## src/rtl/pc_fetch_ras_if.sv

```systemverilog
// rtl/pc_fetch_ras_if.sv - control and status bundle between the fetch PC/RAS block and the pipeline
interface pc_fetch_ras_if #(
  parameter int WIDTH     = 64,
  parameter int RAS_DEPTH = 8
);
  localparam int CW = $clog2(RAS_DEPTH + 1);

  logic             stall;
  logic             flush;
  logic [WIDTH-1:0] flush_target;
  logic             branch_taken;
  logic [WIDTH-1:0] branch_target;
  logic             call_push;
  logic             ret_pop;
  logic [WIDTH-1:0] currPC;
  logic [WIDTH-1:0] pc_plus_inc;
  logic [WIDTH-1:0] ras_top;
  logic [CW-1:0]    ras_count;
  logic             ras_empty;
  logic             ras_full;
  logic             ras_underflow;
  logic             ras_overflow;

  modport master (
    output stall, flush, flush_target, branch_taken, branch_target, call_push, ret_pop,
    input  currPC, pc_plus_inc, ras_top, ras_count, ras_empty, ras_full,
           ras_underflow, ras_overflow
  );

  modport slave (
    input  stall, flush, flush_target, branch_taken, branch_target, call_push, ret_pop,
    output currPC, pc_plus_inc, ras_top, ras_count, ras_empty, ras_full,
           ras_underflow, ras_overflow
  );
endinterface

```

## src/rtl/pc_fetch_ras.sv

```systemverilog
// rtl/pc_fetch_ras.sv - fetch program counter with circular return-address stack
module pc_fetch_ras #(
  parameter int               WIDTH     = 64,
  parameter int               INC       = 4,
  parameter logic [WIDTH-1:0] RESET_VEC = '0,
  parameter int               RAS_DEPTH = 8
) (
  input logic          clk,
  input logic          rst,
  pc_fetch_ras_if.slave bus
);
  localparam int PW = $clog2(RAS_DEPTH);
  localparam int CW = $clog2(RAS_DEPTH + 1);

  logic [WIDTH-1:0] pc_q, pc_d;
  logic [PW-1:0]    ptr_q, ptr_d;
  logic [CW-1:0]    count_q, count_d;
  logic             uf_q, uf_d;
  logic             of_q, of_d;
  logic [WIDTH-1:0] mem_q [RAS_DEPTH];
  logic [WIDTH-1:0] mem_d [RAS_DEPTH];

  logic [WIDTH-1:0] pc_plus_inc;
  logic [WIDTH-1:0] ras_top;
  logic [PW-1:0]    top_idx;
  logic             empty;
  logic             full;

  assign pc_plus_inc = pc_q + WIDTH'(INC);
  assign empty       = (count_q == '0);
  assign full        = (count_q == CW'(RAS_DEPTH));
  assign top_idx     = ptr_q - PW'(1);
  assign ras_top     = empty ? '0 : mem_q[top_idx];

  always_comb begin
    pc_d    = pc_q;
    ptr_d   = ptr_q;
    count_d = count_q;
    mem_d   = mem_q;
    uf_d    = 1'b0;
    of_d    = 1'b0;
    if (bus.flush) begin
      pc_d = bus.flush_target;
    end else if (!bus.stall) begin
      if (bus.branch_taken)
        pc_d = bus.branch_target;
      else if (bus.ret_pop && !empty)
        pc_d = ras_top;
      else
        pc_d = pc_plus_inc;

      // Push+pop on a live stack swaps the top in place; with an empty stack the
      // pop degrades to an underflow and the push goes ahead normally.
      if (bus.call_push && bus.ret_pop && !empty) begin
        mem_d[top_idx] = pc_plus_inc;
      end else begin
        if (bus.call_push) begin
          mem_d[ptr_q] = pc_plus_inc;
          ptr_d        = ptr_q + PW'(1);
          if (full)
            of_d = 1'b1;
          else
            count_d = count_q + CW'(1);
        end else if (bus.ret_pop && !empty) begin
          ptr_d   = top_idx;
          count_d = count_q - CW'(1);
        end
        if (bus.ret_pop && empty)
          uf_d = 1'b1;
      end
    end
  end

  always_ff @(posedge clk) begin
    if (!rst) begin
      pc_q    <= RESET_VEC;
      ptr_q   <= '0;
      count_q <= '0;
      uf_q    <= 1'b0;
      of_q    <= 1'b0;
    end else begin
      pc_q    <= pc_d;
      ptr_q   <= ptr_d;
      count_q <= count_d;
      uf_q    <= uf_d;
      of_q    <= of_d;
    end
  end

  // Entry contents are don't-care after reset; only count/ptr define validity.
  always_ff @(posedge clk) begin
    mem_q <= mem_d;
  end

  assign bus.currPC        = pc_q;
  assign bus.pc_plus_inc   = pc_plus_inc;
  assign bus.ras_top       = ras_top;
  assign bus.ras_count     = count_q;
  assign bus.ras_empty     = empty;
  assign bus.ras_full      = full;
  assign bus.ras_underflow = uf_q;
  assign bus.ras_overflow  = of_q;
endmodule

```

## src/flat_wrapper.sv

```systemverilog
// flat-port wrapper written by rule: the top's interface ports become plain ports
module pc_fetch_ras_flat 
#(
  parameter int               WIDTH     = 64,
  parameter int               INC       = 4,
  parameter logic [WIDTH-1:0] RESET_VEC = '0,
  parameter int               RAS_DEPTH = 8
)
  (clk, rst, bus_stall, bus_flush, bus_flush_target, bus_branch_taken, bus_branch_target, bus_call_push, bus_ret_pop, bus_currPC, bus_pc_plus_inc, bus_ras_top, bus_ras_count, bus_ras_empty, bus_ras_full, bus_ras_underflow, bus_ras_overflow);
  pc_fetch_ras_if #(.WIDTH(WIDTH), .RAS_DEPTH(RAS_DEPTH)) bus_i ();
  input logic clk;
  input logic rst;
  input wire logic [$bits(bus_i.stall)-1:0] bus_stall;
  input wire logic [$bits(bus_i.flush)-1:0] bus_flush;
  input wire logic [$bits(bus_i.flush_target)-1:0] bus_flush_target;
  input wire logic [$bits(bus_i.branch_taken)-1:0] bus_branch_taken;
  input wire logic [$bits(bus_i.branch_target)-1:0] bus_branch_target;
  input wire logic [$bits(bus_i.call_push)-1:0] bus_call_push;
  input wire logic [$bits(bus_i.ret_pop)-1:0] bus_ret_pop;
  output wire logic [$bits(bus_i.currPC)-1:0] bus_currPC;
  output wire logic [$bits(bus_i.pc_plus_inc)-1:0] bus_pc_plus_inc;
  output wire logic [$bits(bus_i.ras_top)-1:0] bus_ras_top;
  output wire logic [$bits(bus_i.ras_count)-1:0] bus_ras_count;
  output wire logic [$bits(bus_i.ras_empty)-1:0] bus_ras_empty;
  output wire logic [$bits(bus_i.ras_full)-1:0] bus_ras_full;
  output wire logic [$bits(bus_i.ras_underflow)-1:0] bus_ras_underflow;
  output wire logic [$bits(bus_i.ras_overflow)-1:0] bus_ras_overflow;
  assign bus_i.stall = bus_stall;
  assign bus_i.flush = bus_flush;
  assign bus_i.flush_target = bus_flush_target;
  assign bus_i.branch_taken = bus_branch_taken;
  assign bus_i.branch_target = bus_branch_target;
  assign bus_i.call_push = bus_call_push;
  assign bus_i.ret_pop = bus_ret_pop;
  assign bus_currPC = bus_i.currPC;
  assign bus_pc_plus_inc = bus_i.pc_plus_inc;
  assign bus_ras_top = bus_i.ras_top;
  assign bus_ras_count = bus_i.ras_count;
  assign bus_ras_empty = bus_i.ras_empty;
  assign bus_ras_full = bus_i.ras_full;
  assign bus_ras_underflow = bus_i.ras_underflow;
  assign bus_ras_overflow = bus_i.ras_overflow;
  pc_fetch_ras #(.WIDTH(WIDTH), .INC(INC), .RESET_VEC(RESET_VEC), .RAS_DEPTH(RAS_DEPTH)) u_core (.clk(clk), .rst(rst), .bus(bus_i));
endmodule
```

## config.mk

```make
export PLATFORM = sky130hd
export DESIGN_NAME = pc_fetch_ras_flat
export DESIGN_NICKNAME = d
export VERILOG_FILES = /design/src/rtl/pc_fetch_ras_if.sv /design/src/rtl/pc_fetch_ras.sv /design/src/flat_wrapper.sv
export SDC_FILE = /design/constraint.sdc
export NUM_CORES = 1
export LEC_CHECK = 0
export BUFFER_PORTS_ARGS = -buffer_cell sky130_fd_sc_hd__buf_2
export CAP_MARGIN = 15
export CORE_MARGIN = 3
export CORE_UTILIZATION = 53
export CTS_BUF_LIST = sky130_fd_sc_hd__clkbuf_4 sky130_fd_sc_hd__clkbuf_8 sky130_fd_sc_hd__clkbuf_16
export DETAILED_ROUTE_END_ITERATION = 8
export PLACE_DENSITY = 0.77
export SLEW_MARGIN = 20
export SYNTH_ARGS = -nofsm -noshare
export SYNTH_HDL_FRONTEND = slang
export SYNTH_SLANG_ARGS = --single-unit
```

## constraint.sdc

```tcl
create_clock -name clk -period 5.7 [get_ports clk]
set_clock_uncertainty 0.15 [all_clocks]
set_input_delay 0.285 -clock clk [delete_from_list [all_inputs] [get_ports clk]]
set_output_delay 0.285 -clock clk [all_outputs]
set_load 0.01 [all_outputs]
```

==> run metrics <==
final non-filler cell total roughly 3400; Top Usage Layer GRT met2; final worst path period share between 80% and 90%; maximum VDD drop 0.000258 V; die footprint 55100 um2; placed cell count 3148; fillers 3715; Sink Count 585; routed via count 22200; status finished, final reports clean; synthesized area 27700 um2; Die Y ~230 um; fin nets 2796; largest net degree at the start of global routing 135; Area Overhead vs Synth 21.3%; crit-path cells ha_1 > and4_1 > nand4_1 > buf_4 > nor4_2 > nand3_1 > xor2_1 > inv_1 > buf_2; Post-Syn Instances 2240; Tmin final 4.70 ns; Synth Flop Type edfxtp_1; met1 Track Usage GR a little over two fifths; vias per cell 6.56; Crit Path Category flip-flop to output pin; CTS tree done; Synth Register Bits 585; remaining global-route overflow 0; post-synth cell types 70; Clock Path Buffers 3; worst hold stages 5; # DRC 0; Crit path depth 9; setup TNS 0 ns; synth warn 0; # setup viols final 0; P_leak 12.4 nW; Tot GR Track Use 33.3%; CP Buf/Inv Count 3; max-cap viol count 0; Post-DRT Antenna Nets 0; I/O pin total 335; RSZ-0062 raised after global routing false; r2r setup slk roughly 1.2 ns; Num CTS Buffers 58; vias in the first global route 22500; Worst setup EP type output pin; met3 GRT Util 9.40%; Power Dens Cells 307 nW/um2; first-pass GRT wire length 139000 um; DR pass1 iterations 6; H-tree lvl count 2; syn_area_per_cell 12.4 um2; layout cells sized above 1 25.2%; Worst Reg-to-Reg Cells 10; core region area approximately 50000 um2; WP data required 5.27 ns; worst-path fanout max 10; Pins Over Slew Limit 0; Avg WL per Cell 27.8 um; number of synthesized flops with an enable pin 512; min-delay worst type input pin to flip-flop; routability congestion estimate approximately 0.88; Syn Nets 2381; DP HPWL 55300 um; Slowest-stage cell, CP xor2_1; post-synthesis sequential area ratio 60.7%; starting density of the core between 50% and 60%; Reg clk slew, reported paths 0.07 ns; CP Data Arrival Time 4.26 ns; Die X 235 um; slew margin rel. 20.4%; fmax 0.213 GHz; crit start category flip-flop; final hold violation count 0; Port Buffers 334; initial antenna violation count 1; met2 usage between 50% and 60%; DRT Wirelength 94100 um; Worst-Skew Late Latency roughly 0.63 ns; root buf cell clkbuf_16; Critical Path Max Stage Delay 0.65 ns; Least-Margin Pin Slew 1.19 ns; 1st-iter DRT viols 3395; CP delay by family, top simple AND/OR/NAND/NOR gates; # rows 83; ys async rst share 0%
[layer usage]
layer	vias to the layer above	share of wire, %	routed length (um)
li1	9067	-	-
met1	10800	34	31600
met2	1991	45	42600
met3	400	15	14600
met4	0	5.7	5330
met5	-	0	0
[cell usage after synthesis, drive strengths merged, types with 8 or more instances]
master | n | area share (%)
a221o | 9 | 0.32
edfxtp | 512 | 55
a211o | 10 | 0.32
nor3 | 25 | 0.47
nor2 | 606 | 8.3
nand2 | 65 | 0.88
nand4 | 16 | 0.42
nor4 | 17 | 0.43
or3 | 14 | 0.33
and2 | 18 | 0.41
o311ai | 14 | 0.44
mux4 | 128 | 10
a22oi | 13 | 0.35
nor2b | 28 | 0.63
and3 | 9 | 0.20
clkbuf | 105 | 1.4
a221oi | 8 | 0.25
xnor2 | 34 | 1.1
xor2 | 23 | 0.73
o21ai | 47 | 0.85
a31oi | 12 | 0.27
nand3 | 37 | 0.67
a211oi | 8 | 0.22
o221ai | 22 | 0.69
o2111a | 9 | 0.37
a21oi | 54 | 0.97
nand2b | 17 | 0.38
dfxtp | 73 | 5.3
mux2i | 73 | 2.6
and4 | 11 | 0.35
o211ai | 13 | 0.35
inv | 81 | 1.1
buf | 65 | 1.1
[flip-flops by register name, indices dropped and copies added, names as in the netlist]
| name | count |
|---|---|
| u_core.bus.ras_underflow | 1 |
| u_core.ptr_q | 3 |
| u_core.bus.ras_overflow | 1 |
| u_core.mem_q | 512 |
| u_core.bus.ras_count | 4 |
| u_core.bus.currPC | 64 |
[final timing paths]
kind,from,endpoint
worst max-delay path,u_core.bus.currPC[3],bus_pc_plus_inc[44]
worst min-delay path,bus_branch_target[33],u_core.bus.currPC[33]
worst max register to register,u_core.ptr_q[1],u_core.bus.currPC[53]
worst min register to register,u_core.ptr_q[1],u_core.ptr_q[1]
[where the power goes]
group / internal (mW) / leakage (nW) / switching, mW
clock network: 2.31 / 1.02 / 1.66
registers: 4.70 / 5.16 / 0.0917
logic: 0.579 / 6.18 / 0.984
[per-stage QoR]
step / worst slack, ns / area, um2 / hold WS, ns / power, mW / utilization (%)
after floorplan: 0.0651 / 27700 / 0.242 / 5.69 / -
after global placement: 1.93 / 30300 / 0.332 / 6.27 / 58.8
after detailed placement: 1.80 / 30300 / 0.332 / 6.29 / 58.8
after CTS: 1.12 / 33600 / 0.00701 / 10.3 / 65.2
after global routing: 0.824 / 33600 / 0.0473 / 10.6 / 65.3
final: 1.00 / 33600 / 0.0434 / 10.3 / 65.3
[tightest hold or removal path, delay by kind of cell]
kind / cells / cell delay [ns]
compound gates: 3 / 0.25
simple gates: 1 / 0.13
buf+inv: 1 / 0.07
[kinds of logic (layout without fill, tap and decap cells)]
logic type | Yosys count | count (layout) | share of synthesized area (%)
flops | 585 | 585 | 60.7
mux | 201 | 201 | 13.0
other cells | 0 | 1 | 0
xor+xnor | 57 | 57 | 1.80
buf+inv | 251 | 716 | 3.57
fa+ha+maj | 6 | 6 | 0.298
simple gates | 876 | 876 | 13.8
compound gates | 264 | 264 | 6.75
[cells in the final DEF (no fill, tap or decap), types with 52 or more instances in the layout]
| master | count |
|---|---|
| dfxtp_1 | 72 |
| buf_4 | 59 |
| edfxtp_1 | 512 |
| inv_1 | 77 |
| dlygate4sd3_1 | 126 |
| nor2_1 | 588 |
| buf_2 | 334 |
| clkbuf_16 | 61 |
| mux4_2 | 128 |
| a21oi_1 | 52 |
| nand2_1 | 65 |
| mux2i_1 | 73 |
[what timing repair did]
| action | in CTS | in global routing |
|---|---|---|
| hold buffers | 126 | 0 |
| buffers inserted | 0 | 0 |
| resized for setup | 0 | 0 |
| endpoints found under the hold margin | 67 | 0 |
[final cells by class]
class | count | area (um2) | share of cell area [%]
flip-flops and latches | 585 | 16800 | 50.1
multi-input cells | 1404 | 10100 | 30.0
repair buffers | 525 | 3500 | 10.4
clock buffers | 91 | 1830 | 5.45
well taps | 680 | 851 | 2.53
inverters | 81 | 304 | 0.904
clock inverters | 19 | 184 | 0.547
diodes | 1 | 2.50 | 0.00744
Power figures use the tool's default switching activity.
